<file path="config.mk">
export PLATFORM = sky130hd
export DESIGN_NAME = ddl_lane_summer
export DESIGN_NICKNAME = d
export VERILOG_FILES = /design/src/rtl/ddl_pkg.sv /design/src/rtl/ddl_adder_level.sv /design/src/rtl/ddl_lane_summer.sv
export SDC_FILE = /design/constraint.sdc
export NUM_CORES = 1
export LEC_CHECK = 0
export CAP_MARGIN = 20
export CORE_MARGIN = 10
export CORE_UTILIZATION = 30
export DETAILED_ROUTE_END_ITERATION = 16
export DONT_BUFFER_PORTS = 1
export PLACE_DENSITY = 0.46
export SLEW_MARGIN = 25
export SYNTH_ARGS = -nofsm -noshare
export SYNTH_HDL_FRONTEND = slang
export SYNTH_SLANG_ARGS = --single-unit
</file>
<file path="constraint.sdc">
create_clock -name aclk -period 3.45 [get_ports aclk]
set_input_delay 0.69 -clock aclk [delete_from_list [all_inputs] [get_ports aclk]]
set_output_delay 0.69 -clock aclk [all_outputs]
set_load 0.05 [all_outputs]
</file>
<file path="src/rtl/ddl_pkg.sv">
// Shared constants, types and elaboration helpers for the delay-line lane combiner.
// Lane geometry defaults match DigitalDelayLine_v1_0 so both blocks stay in step.
package ddl_pkg;

  localparam int LANES_DEF  = 16;
  localparam int LANE_W_DEF = 16;

  typedef logic signed [LANE_W_DEF-1:0] lane_t;

  function automatic int clog2(input int value);
    int r;
    r = 0;
    for (int i = 0; i < 32; i++) begin
      if ((1 << r) < value) begin
        r = r + 1;
      end else begin
        r = r;
      end
    end
    return r;
  endfunction

  // Width of adder tree level 'level': one growth bit per pairwise add.
  function automatic int sum_w(input int level, input int lane_w = LANE_W_DEF);
    return lane_w + level;
  endfunction

endpackage

</file>
<file path="src/rtl/ddl_adder_level.sv">
// One registered pairwise-add level of the lane adder tree: N signed inputs of W bits
// become N/2 signed sums of W+1 bits; the valid bit travels with the data.
module ddl_adder_level #(
  parameter int N = 2,
  parameter int W = 16
) (
  input  logic                     aclk,
  input  logic                     aresetn,
  input  logic                     ce,
  input  logic                     in_valid,
  input  logic [N*W-1:0]           in_data,
  output logic                     out_valid,
  output logic [(N/2)*(W+1)-1:0]   out_data
);

  localparam int M = N / 2;

  logic [M*(W+1)-1:0] sum_s;

  // Sign-extend each neighbour pair by one bit and add; the extra bit makes overflow impossible.
  always_comb begin
    logic signed [W:0] a_s;
    logic signed [W:0] b_s;
    sum_s = '0;
    a_s   = '0;
    b_s   = '0;
    for (int i = 0; i < M; i++) begin
      a_s = $signed(in_data[(2*i)*W +: W]);
      b_s = $signed(in_data[(2*i+1)*W +: W]);
      sum_s[i*(W+1) +: W+1] = a_s + b_s;
    end
  end

  // Level register; holds everything while the downstream stall keeps ce low.
  always_ff @(posedge aclk or negedge aresetn) begin
    if (!aresetn) begin
      out_valid <= 1'b0;
      out_data  <= '0;
    end else if (ce) begin
      out_valid <= in_valid;
      out_data  <= sum_s;
    end
  end

endmodule

</file>
<file path="src/rtl/ddl_lane_summer.sv">
// Delay-and-sum combiner: sums all delay-aligned lanes through a registered adder tree,
// integrates DECIM sums and emits one sign-extended result per DECIM accepted beats.
module ddl_lane_summer
  import ddl_pkg::*;
#(
  parameter int LANES  = LANES_DEF,
  parameter int LANE_W = LANE_W_DEF,
  parameter int DECIM  = 4,
  parameter int OUT_W  = 32
) (
  input  logic                    aclk,
  input  logic                    aresetn,
  input  logic [LANES*LANE_W-1:0] s_axis_tdata,
  input  logic                    s_axis_tvalid,
  output logic                    s_axis_tready,
  output logic [OUT_W-1:0]        m_axis_tdata,
  output logic                    m_axis_tvalid,
  input  logic                    m_axis_tready
);

  localparam int L      = clog2(LANES);
  localparam int TREE_W = sum_w(L, LANE_W);
  localparam int CNT_W  = (DECIM > 1) ? clog2(DECIM) : 1;

  if ((1 << L) != LANES || LANES < 2 || LANES > 64) begin : g_bad_lanes
    $error("ddl_lane_summer: LANES must be a power of two in 2..64");
  end
  if (DECIM < 1 || DECIM > 256) begin : g_bad_decim
    $error("ddl_lane_summer: DECIM must be in 1..256");
  end
  if (OUT_W < LANE_W + L + clog2(DECIM)) begin : g_bad_out_w
    $error("ddl_lane_summer: OUT_W too narrow for a wrap-free integrated sum");
  end

  // A single advance enable stalls the whole pipe whenever a result is waiting on downstream.
  logic ce_s;
  assign ce_s          = ~m_axis_tvalid | m_axis_tready;
  assign s_axis_tready = ce_s;

  for (genvar i = 0; i < L; i++) begin : g_lvl
    localparam int N = LANES >> i;
    localparam int W = sum_w(i, LANE_W);

    logic [N*W-1:0]           din_s;
    logic                     vin_s;
    logic [(N/2)*(W+1)-1:0]   data_r;
    logic                     valid_r;

    if (i == 0) begin : g_first
      assign din_s = s_axis_tdata;
      assign vin_s = s_axis_tvalid;
    end else begin : g_next
      assign din_s = g_lvl[i-1].data_r;
      assign vin_s = g_lvl[i-1].valid_r;
    end

    ddl_adder_level #(
      .N (N),
      .W (W)
    ) u_level (
      .aclk      (aclk),
      .aresetn   (aresetn),
      .ce        (ce_s),
      .in_valid  (vin_s),
      .in_data   (din_s),
      .out_valid (valid_r),
      .out_data  (data_r)
    );
  end

  logic signed [TREE_W-1:0] tree_s;
  logic                     tree_valid_s;
  logic signed [OUT_W-1:0]  tree_ext_s;
  logic signed [OUT_W-1:0]  acc_r;
  logic signed [OUT_W-1:0]  acc_sum_s;
  logic [CNT_W-1:0]         cnt_r;

  assign tree_s       = g_lvl[L-1].data_r;
  assign tree_valid_s = g_lvl[L-1].valid_r;
  assign tree_ext_s   = OUT_W'(tree_s);
  assign acc_sum_s    = acc_r + tree_ext_s;

  // Integrate-and-dump plus output register; a handshake and a new load may coincide.
  always_ff @(posedge aclk or negedge aresetn) begin
    if (!aresetn) begin
      acc_r         <= '0;
      cnt_r         <= '0;
      m_axis_tdata  <= '0;
      m_axis_tvalid <= 1'b0;
    end else if (ce_s) begin
      m_axis_tvalid <= 1'b0;
      if (tree_valid_s) begin
        if (cnt_r == CNT_W'(DECIM - 1)) begin
          m_axis_tdata  <= acc_sum_s;
          m_axis_tvalid <= 1'b1;
          acc_r         <= '0;
          cnt_r         <= '0;
        end else begin
          acc_r <= acc_sum_s;
          cnt_r <= cnt_r + 1'b1;
        end
      end
    end
  end

endmodule

</file>
After elaboration in Yosys (flattened, before gate mapping)
Cells that the tools add are included.
{ "word_totals": {"register_bits": 337, "latch_bits": 0, "ram_bits": 0, "rom_bits": 0, "inputBits": 260, "word_cells": 38, "mem_count": 0} }
{ "classes": {"addsub": 17, "multipliers": 0, "div_mod_pow": 0, "n_lt_le_gt_ge": 0, "eq_ne": 1, "n_shift": 0, "muxes": 4, "bitwise": 2, "reduce_logical": 2} }
{ "ops": {"columns": ["cell", "count"], "rows": [
  ["adder 16 x 16 -> 17 bit", 8],
  ["adder 17 x 17 -> 18 bit", 4],
  ["adder 18 x 18 -> 19 bit", 2],
  ["adder 32 x 20 -> 32 bit", 1],
  ["two-way mux 32 bit", 1],
  ["adder 19 x 19 -> 20 bit", 1],
  ["AND reduction 3 bit", 1],
  ["adder 2 x 1 -> 2 bit, second input constant", 1],
  ["== test 2 bit, second input constant", 1],
  ["two-way mux 1 bit", 2],
  ["two-way mux 2 bit", 1],
  ["AND reduction 2 bit", 1],
  ["NOT 1 bit", 1],
  ["OR 1 bit", 1]
]} }

Longest topological paths before layout
Gate-level depths: netlist (run 1).
{ "logic_depth": {"word_depth": 3, "mapped_depth": 13} }

Modules after synthesis
From an unflattened synthesis (run 1), not the netlist that was laid out.
{ "hier_totals": {"cells_unflattened": 2810, "hier_area_um2": 26411.6} }
{ "modules_own_cells": {"columns": ["mod", "instances", "cells_each", "area_per_inst_um2"], "rows": [
  ["ddl_adder_level at g_lvl[0].u_level", 1, 1116, 10852.9],
  ["ddl_adder_level at g_lvl[1].u_level", 1, 681, 6187.2],
  ["ddl_lane_summer", 1, 446, 4230.3],
  ["ddl_adder_level at g_lvl[2].u_level", 1, 392, 3389.5],
  ["ddl_adder_level at g_lvl[3].u_level", 1, 175, 1751.7]
]} }

Least setup slack after synthesis (run 1)
No wires, ideal clock.
{ "synth_timing": {"path_kind": "input -> register", "from": "in s_axis_tdata[0]", "to": "reg g_lvl[0].u_level.out_data[14]", "setup_ns": 0.095, "t_arrival_ns": 3.033, "t_required_ns": 3.355, "path_slack_ns": 0.321, "cell_stages": 12, "n_path_buf": 0, "cell_sequence": "ha_1 -> fa_1 -> a21o_1 -> a21oi_1 -> o21bai_1 -> a21oi_1 -> o21bai_1 -> a221o_1 -> o21a_1 -> o21ai_0 -> a21oi_1 -> o31ai_1"} }
{ "synth_between": {"elab_chain_len": 1} }
{ "synth_rtl": {"columns": ["element", "line_no", "text"], "rows": [
  ["start: declaration", "ddl_lane_summer.sv:13", "input logic [LANES*LANE_W-1:0] s_axis_tdata,"],
  ["adder 16 x 16 -> 17 bit", "ddl_adder_level.sv:30", "sum_s[i*(W+1) +: W+1] = a_s + b_s;"],
  ["end signal: assignment", "ddl_adder_level.sv:41", "out_data <= sum_s;"],
  ["end: declaration", "ddl_adder_level.sv:13", "output logic [(N/2)*(W+1)-1:0] out_data"]
]} }
No other way between the ends.
A chain may end at the register's enable or synchronous reset.

Worst setup path in the final report (run 1)
{ "layout_timing": {"from": "reg g_lvl[3].u_level.out_data[0]", "to": "reg m_axis_tdata[26]"} }
{ "layout_between": {"elab_chain_len": 1} }
{ "layout_rtl": {"columns": ["element", "line_no", "text"], "rows": [
  ["start: declaration", "ddl_adder_level.sv:13", null],
  ["start signal: assignment", "ddl_adder_level.sv:41", null],
  ["adder 32 x 20 -> 32 bit", "ddl_lane_summer.sv:81", "assign acc_sum_s = acc_r + tree_ext_s;"],
  ["end signal: assignment", "ddl_lane_summer.sv:94", "m_axis_tdata <= acc_sum_s;"],
  ["end: declaration", "ddl_lane_summer.sv:16", "output logic [OUT_W-1:0] m_axis_tdata,"]
]} }
No other way between the ends.

==> results of run 1 <==
## cell type report
| type | count | area (sq um) |
|---|---|---|
| clock buffers | 61 | 1270 |
| flip-flops and latches | 337 | 8430 |
| fillers | 8041 | 51500 |
| multi-input cells | 2119 | 14500 |
| well taps | 1040 | 1300 |
| repair buffers | 22 | 215 |
| inverters | 93 | 357 |
| clock inverters | 9 | 104 |
## critical path: stages (launching register included)
cell	delay [ps]
dfrtp_1	380
ha_1	240
fa_1	430
a21oi_2	200
o21ai_0	120
nand3_1	150
o21ai_2	90
a21o_1	200
a2111o_1	460
a41oi_1	230
o21bai_1	120
xor2_1	170
mux2_2	270
## placed cells by master (no fill, tap or decap), drive strengths merged, types with 14 or more instances in the layout
master | synthesis | layout
dfrtp | 337 | 337
a21oi | 308 | 308
ha | 283 | 283
nand2 | 274 | 274
nor2 | 231 | 231
o21ai | 192 | 192
xnor2 | 113 | 113
inv | 93 | 94
xor2 | 86 | 86
a21o | 86 | 86
clkbuf | 71 | 61
nor3 | 51 | 51
nand3 | 45 | 45
o31ai | 42 | 42
o21bai | 36 | 36
nand2b | 32 | 32
a31oi | 26 | 26
a211oi | 25 | 25
nor2b | 25 | 25
mux2 | 23 | 23
o21a | 22 | 22
a22o | 22 | 22
buf | 8 | 22
nor3b | 19 | 19
fa | 16 | 16
and3 | 14 | 14
## metrics by stage
step           cell area [sq um]  hold WS (ps)  power, uW
5_1_grt                    26200          -188      31000
6_report                   26200          -144      28100
2_1_floorplan              23600           394      19900
3_3_place_gp               24800           427      23600
4_1_cts                    26200          -197      28600
3_5_place_dp               24800           425      23900
## flip-flops by register name (all words and copies together) (netlist names)
register                 cells
acc_r                       32
cnt_r                        2
g_lvl.u_level.out_data     266
g_lvl.u_level.out_valid      4
m_axis_tdata                32
m_axis_tvalid                1
## final timing paths
kind	from	slack [ps]	cells past startpoint	end
worst max register to register	g_lvl[3].u_level.out_data[0]$_DFFE_PN0N_	280	12	m_axis_tdata[26]$_DFFE_PN0P_
min in group aclk	s_axis_tvalid	250	2	g_lvl[0].u_level.out_valid$_DFFE_PN0N_
max in group asynchronous	aresetn	3000	0	g_lvl[0].u_level.out_data[71]$_DFFE_PN0N_
worst min-delay path	aresetn	-140	0	m_axis_tdata[24]$_DFFE_PN0P_
worst min register to register	g_lvl[0].u_level.out_valid$_DFFE_PN0N_	460	2	g_lvl[0].u_level.out_valid$_DFFE_PN0N_
worst max-delay path	g_lvl[3].u_level.out_data[0]$_DFFE_PN0N_	280	12	m_axis_tdata[26]$_DFFE_PN0P_
## where the power goes
| group | leakage, uW | switching [uW] | internal, uW |
|---|---|---|---|
| Clock | 0.000678 | 1750 | 2690 |
| Combinational | 0.00718 | 8700 | 6910 |
| Sequential | 0.00398 | 2090 | 5950 |
## repair_timing
item                                    in CTS  in global routing
resized for setup                            0                  2
endpoints found under the setup margin       0                  3
endpoints found under the hold margin      337                337
## metal layers
metal | wire, um | global-route usage (%)
met4 | 1180 | 3.29
met2 | 29100 | 22.3
met5 | 0 | 0
met1 | 29100 | 17.6
met3 | 2930 | 2.95
## cells by family (layout without fill, tap and decap cells)
logic type	Yosys count	count (layout)	synth area share, %
AO/OA/AOI/OAI	849	849	22.3
XOR/XNOR	199	199	7.39
adder cells (fa/ha/maj)	299	299	16.4
buffers and inverters	172	185	2.74
flip-flops	337	337	35.7
multiplexers	27	27	1.27
AND/OR/NAND/NOR	745	745	14.2
==> results_dict.tcl, run 1 <==
set metrics [dict create \
    synth_seq_cells 337 \
    pre_cts_slack_ps 8.47 \
    yosys_warnings 0 \
    crit_required_ps 3880 \
    fmax_ghz 0.315 \
    clock_path_buffers 3 \
    grt-ovfl-total 0 \
    layout.cells.non_filler 3681 \
    hp-class "in2async" \
    start_kind "register" \
    grt_setup_unrepaired "false" \
    synth_top_area_share_pct 35.7 \
    yosysSeqAreaShare_pct 35.7 \
    drtIter0Drc 1048 \
    hold_violations 337 \
    rows 102 \
    antenna_cells 0 \
    synth_common_cells "dfrtp_1, a21oi_1, ha_1, nand2_1, nor2_1" \
    crit_fanout 3 \
    placed_cells 3611 \
    cp.arrival_ps 3610 \
    wl_per_cell_um 16.9 \
    dieHeight_um 300 \
    timing.setup.tns_ps 0 \
    antenna_found_initial 0 \
    synth_cell_type_count 65 \
    initial_utilization_pct 30.4 \
    slew_viol_final 0 \
    tightest_slew_ps 886 \
    finalCriticalPeriod_ps 3170 \
    drive_above_1_share_pct 5.34 \
    syn2layout_area_growth_pct 11.1 \
    ir_drop_mv 0.331 \
    drt_wl_total_mm 62.3 \
    violations "hold timing" \
    path_class "reg2reg" \
    die_w_um 300 \
    htree_levels 2 \
    grt_pass1_wl_mm 100 \
    relSlewSlack_pct 40.9 \
    root_buffer "clkbuf_16" \
    hold_ws_ps -144 \
    syn_area_per_cell_sq_um 8.98 \
    cap_viol_max_count 0 \
    grt_usage_pct 13.5 \
    clk_latency_ps 560 \
    post-cts-setup-buffer-count 0 \
    final_core_util_pct 33.7 \
    final_antenna_net_count 0 \
    clock_sinks 337 \
    cts_buffers 43 \
    synth_cells 2628 \
    fin_crit_sh_pct 92.0 \
    powerDensity_nw_per_um2 1070 \
    yosysMostFrequentCell "dfrtp_1" \
    synth_edf_count 0 \
    synthTopCellsByArea "dfrtp_1, ha_1, a21oi_1" \
    yosysTopAreaCell "dfrtp_1" \
    cts_tree "yes" \
    dp_hpwl_mm 47.4 \
    coreArea_sq_um 77700 \
    portBuffers 0 \
    num_vias 18600 \
    io_pins 294 \
    fin_ws_ps 277 \
    report.final.setup_viol 0 \
    nNetsFinal 3175 \
    skew_ps 13.4 \
    routabilityCongestion 0.839 \
    worst_setup_path_end_kind "register" \
    clk_pin_slew_worst_paths_ps 60 \
    vias_per_cell 5.04 \
    status "complete, but fails checks" \
    syn_area_sq_um 23600 \
    syn_nets 3187 \
    grt_max_degree 338 \
    drt_first_pass_iters 5 \
    grt_pass1_vias 18800 \
    drc 0 \
    synth_flop_cell "dfrtp_1" \
    p_leak_uw 0.0118 \
    ys_async_sr_fraction_pct 100 \
    die_area_sq_um 90300 \
]
No activity file was read; power rests on OpenSTA's default activity.
==> inputs of run 2 (changes only) <==
Settings changed: PLACE_DENSITY 0.46 to 0.47.
Clock period 3.45 ns to 2.5 ns, I/O delays scaled along.
==> run 2 against run 1 <==
Effect of this change: the flow finishes with violations (hold timing, setup timing); critical endpoint unchanged; final area up 14%; first-iteration DRC count down 1.9%; non-clock buffer count up 293; register-to-register slack worse by 620 ps; wire length up 6.0%; die area unchanged; core utilization up 4.8 points; setup slack worse by 620 ps; clock skew up 14 ps.
==> results_dict.tcl, run 2 (synthesized netlist as in run 1, its figures left out) <==
set metrics [dict create \
    hold_ws_ps -350 \
    fin_ws_ps -340 \
    drt_first_pass_iters 4 \
    r2r_cells 12 \
    reg.largest.list "g_lvl.u_level.out_data x266, acc_r x32, m_axis_tdata x32" \
    coreArea_sq_um 77700 \
    dp_hpwl_mm 49.3 \
    max_stage_delay_ps 430 \
    antenna_found_initial 1 \
    cts_buffers 42 \
    cp_slowest_cell "a2111o_1" \
    clk_pin_slew_worst_paths_ps 60 \
    hp-class "in2async" \
    wl_per_cell_um 16.6 \
    layout.cells.non_filler 3979 \
    slew_viol_final 0 \
    final_cell_mix "dfrtp_1, buf_4, nand2_1" \
    relSlewSlack_pct 31.4 \
    drive_above_1_share_pct 22.4 \
    finalCriticalPeriod_ps 2840 \
    portBuffers 0 \
    root_buffer "clkbuf_16" \
    dieHeight_um 300 \
    tightest_slew_ps 1030 \
    drtIter0Drc 1028 \
    ir_drop_mv 0.539 \
    path_depth 12 \
    skew_ps 26.9 \
    num_vias 19800 \
    grt_pass1_vias 20300 \
    syn2layout_area_growth_pct 27.0 \
    die_area_sq_um 90300 \
    vias_per_cell 4.96 \
    htree_levels 2 \
    path_class "reg2reg" \
    clk_latency_ps 570 \
    rows 102 \
    antenna_cells 0 \
    status "complete, but fails checks" \
    clock_sinks 337 \
    grt-ovfl-total 0 \
    largest_reg_flops 266 \
    die_w_um 300 \
    crit_family "compound AO/OA/AOI/OAI gates" \
    worst_setup_path_end_kind "register" \
    top_register "g_lvl.u_level.out_data" \
    nNetsFinal 3467 \
    grt_max_degree 338 \
    initial_utilization_pct 30.4 \
    violations "hold timing, setup timing" \
    io_pins 294 \
    crit_fanout 3 \
    drt_wl_total_mm 66.1 \
    grt_usage_pct 14.2 \
    p_leak_uw 0.0136 \
    clock_path_buffers 3 \
    path_buf_inv 0 \
    fin_crit_sh_pct 114 \
    routabilityCongestion 0.848 \
    drc 0 \
    grt_setup_unrepaired "true" \
    timing.setup.tns_ps -6200 \
    report.final.setup_viol 47 \
    start_kind "register" \
    final_antenna_net_count 0 \
    worstPathCellList "ha_2 > fa_2 > a21oi_4 > o21ai_2 > nand3_2 > o21ai_2 > a21o_1 > a2111o_1 > a41oi_2 > o21bai_1 > xor2_1 > mux2_2" \
    cp.arrival_ps 3300 \
    hold_violations 337 \
    crit_required_ps 2960 \
    powerDensity_nw_per_um2 1590 \
    cts_tree "yes" \
    grt_pass1_wl_mm 106 \
    cp_common_cell "o21ai_2" \
    placed_cells 3819 \
    fmax_ghz 0.352 \
    cap_viol_max_count 0 \
    final_common_cell "dfrtp_1" \
]
==> run 2: changes by cell type in the layout (fill, tap and decap cells not counted), sizes merged <==
cell	before	now
buf	22	315
clkbuf	61	63
clkinv	4	5
bufinv	2	4
==> run 2: metal layers <==
metal	global-route usage, %	wire (um)	vias up	part of all wire, %
li1	-	-	10000	-
met2	23.8	31200	279	47
met1	18.2	30300	9373	46
met3	2.99	2980	83	4.5
met4	3.86	1540	2	2.3
met5	0	11	-	0.017
==> run 2: layout make-up <==
type	instances	area (sq um)
Tap cell	1040	1300
Fill cell	7783	47800
Clock buffer	63	1240
Clock inverter	12	169
Inverter	93	357
Timing Repair Buffer	315	2510
Multi-Input combinational cell	2119	15900
Sequential cell	337	8440
==> run 2: worst paths after layout <==
check / from / end / slack [ps]
hold reg to reg: g_lvl[1].u_level.out_valid$_DFFE_PN0N_ / g_lvl[1].u_level.out_valid$_DFFE_PN0N_ / 470
max in group asynchronous: aresetn / g_lvl[0].u_level.out_data[71]$_DFFE_PN0N_ / 2020
setup / recovery: g_lvl[3].u_level.out_data[0]$_DFFE_PN0N_ / m_axis_tdata[26]$_DFFE_PN0P_ / -340
min in group aclk: s_axis_tvalid / g_lvl[0].u_level.out_valid$_DFFE_PN0N_ / 60
hold / removal: aresetn / m_axis_tdata[23]$_DFFE_PN0P_ / -350
setup reg to reg: g_lvl[3].u_level.out_data[0]$_DFFE_PN0N_ / m_axis_tdata[26]$_DFFE_PN0P_ / -340
==> run 2: power by group <==
group	switching, uW	leakage, uW	internal (uW)
Combinational	15100	0.00894	15100
Clock	2440	0.000689	3830
Sequential	2910	0.00398	8210
==> run 2: stage by stage <==
stage	utilization (%)	setup WS [ps]	power, uW	hold slack, ps	instance area, sq um
after floorplan	-	-221	28000	204	23900
after global placement	34.4	-473	35800	237	26700
after detailed placement	34.4	-462	36200	238	26700
after CTS	37.6	-381	45700	-395	29200
after global routing	38.6	-458	51800	-390	30000
final	38.6	-340	47600	-350	30000
==> run 2: timing repair <==
action,in CTS,in global routing
resized for setup,137,138
buffers inserted,72,22
pin swaps,114,137
endpoints found under the hold margin,337,337
endpoints found under the setup margin,78,99
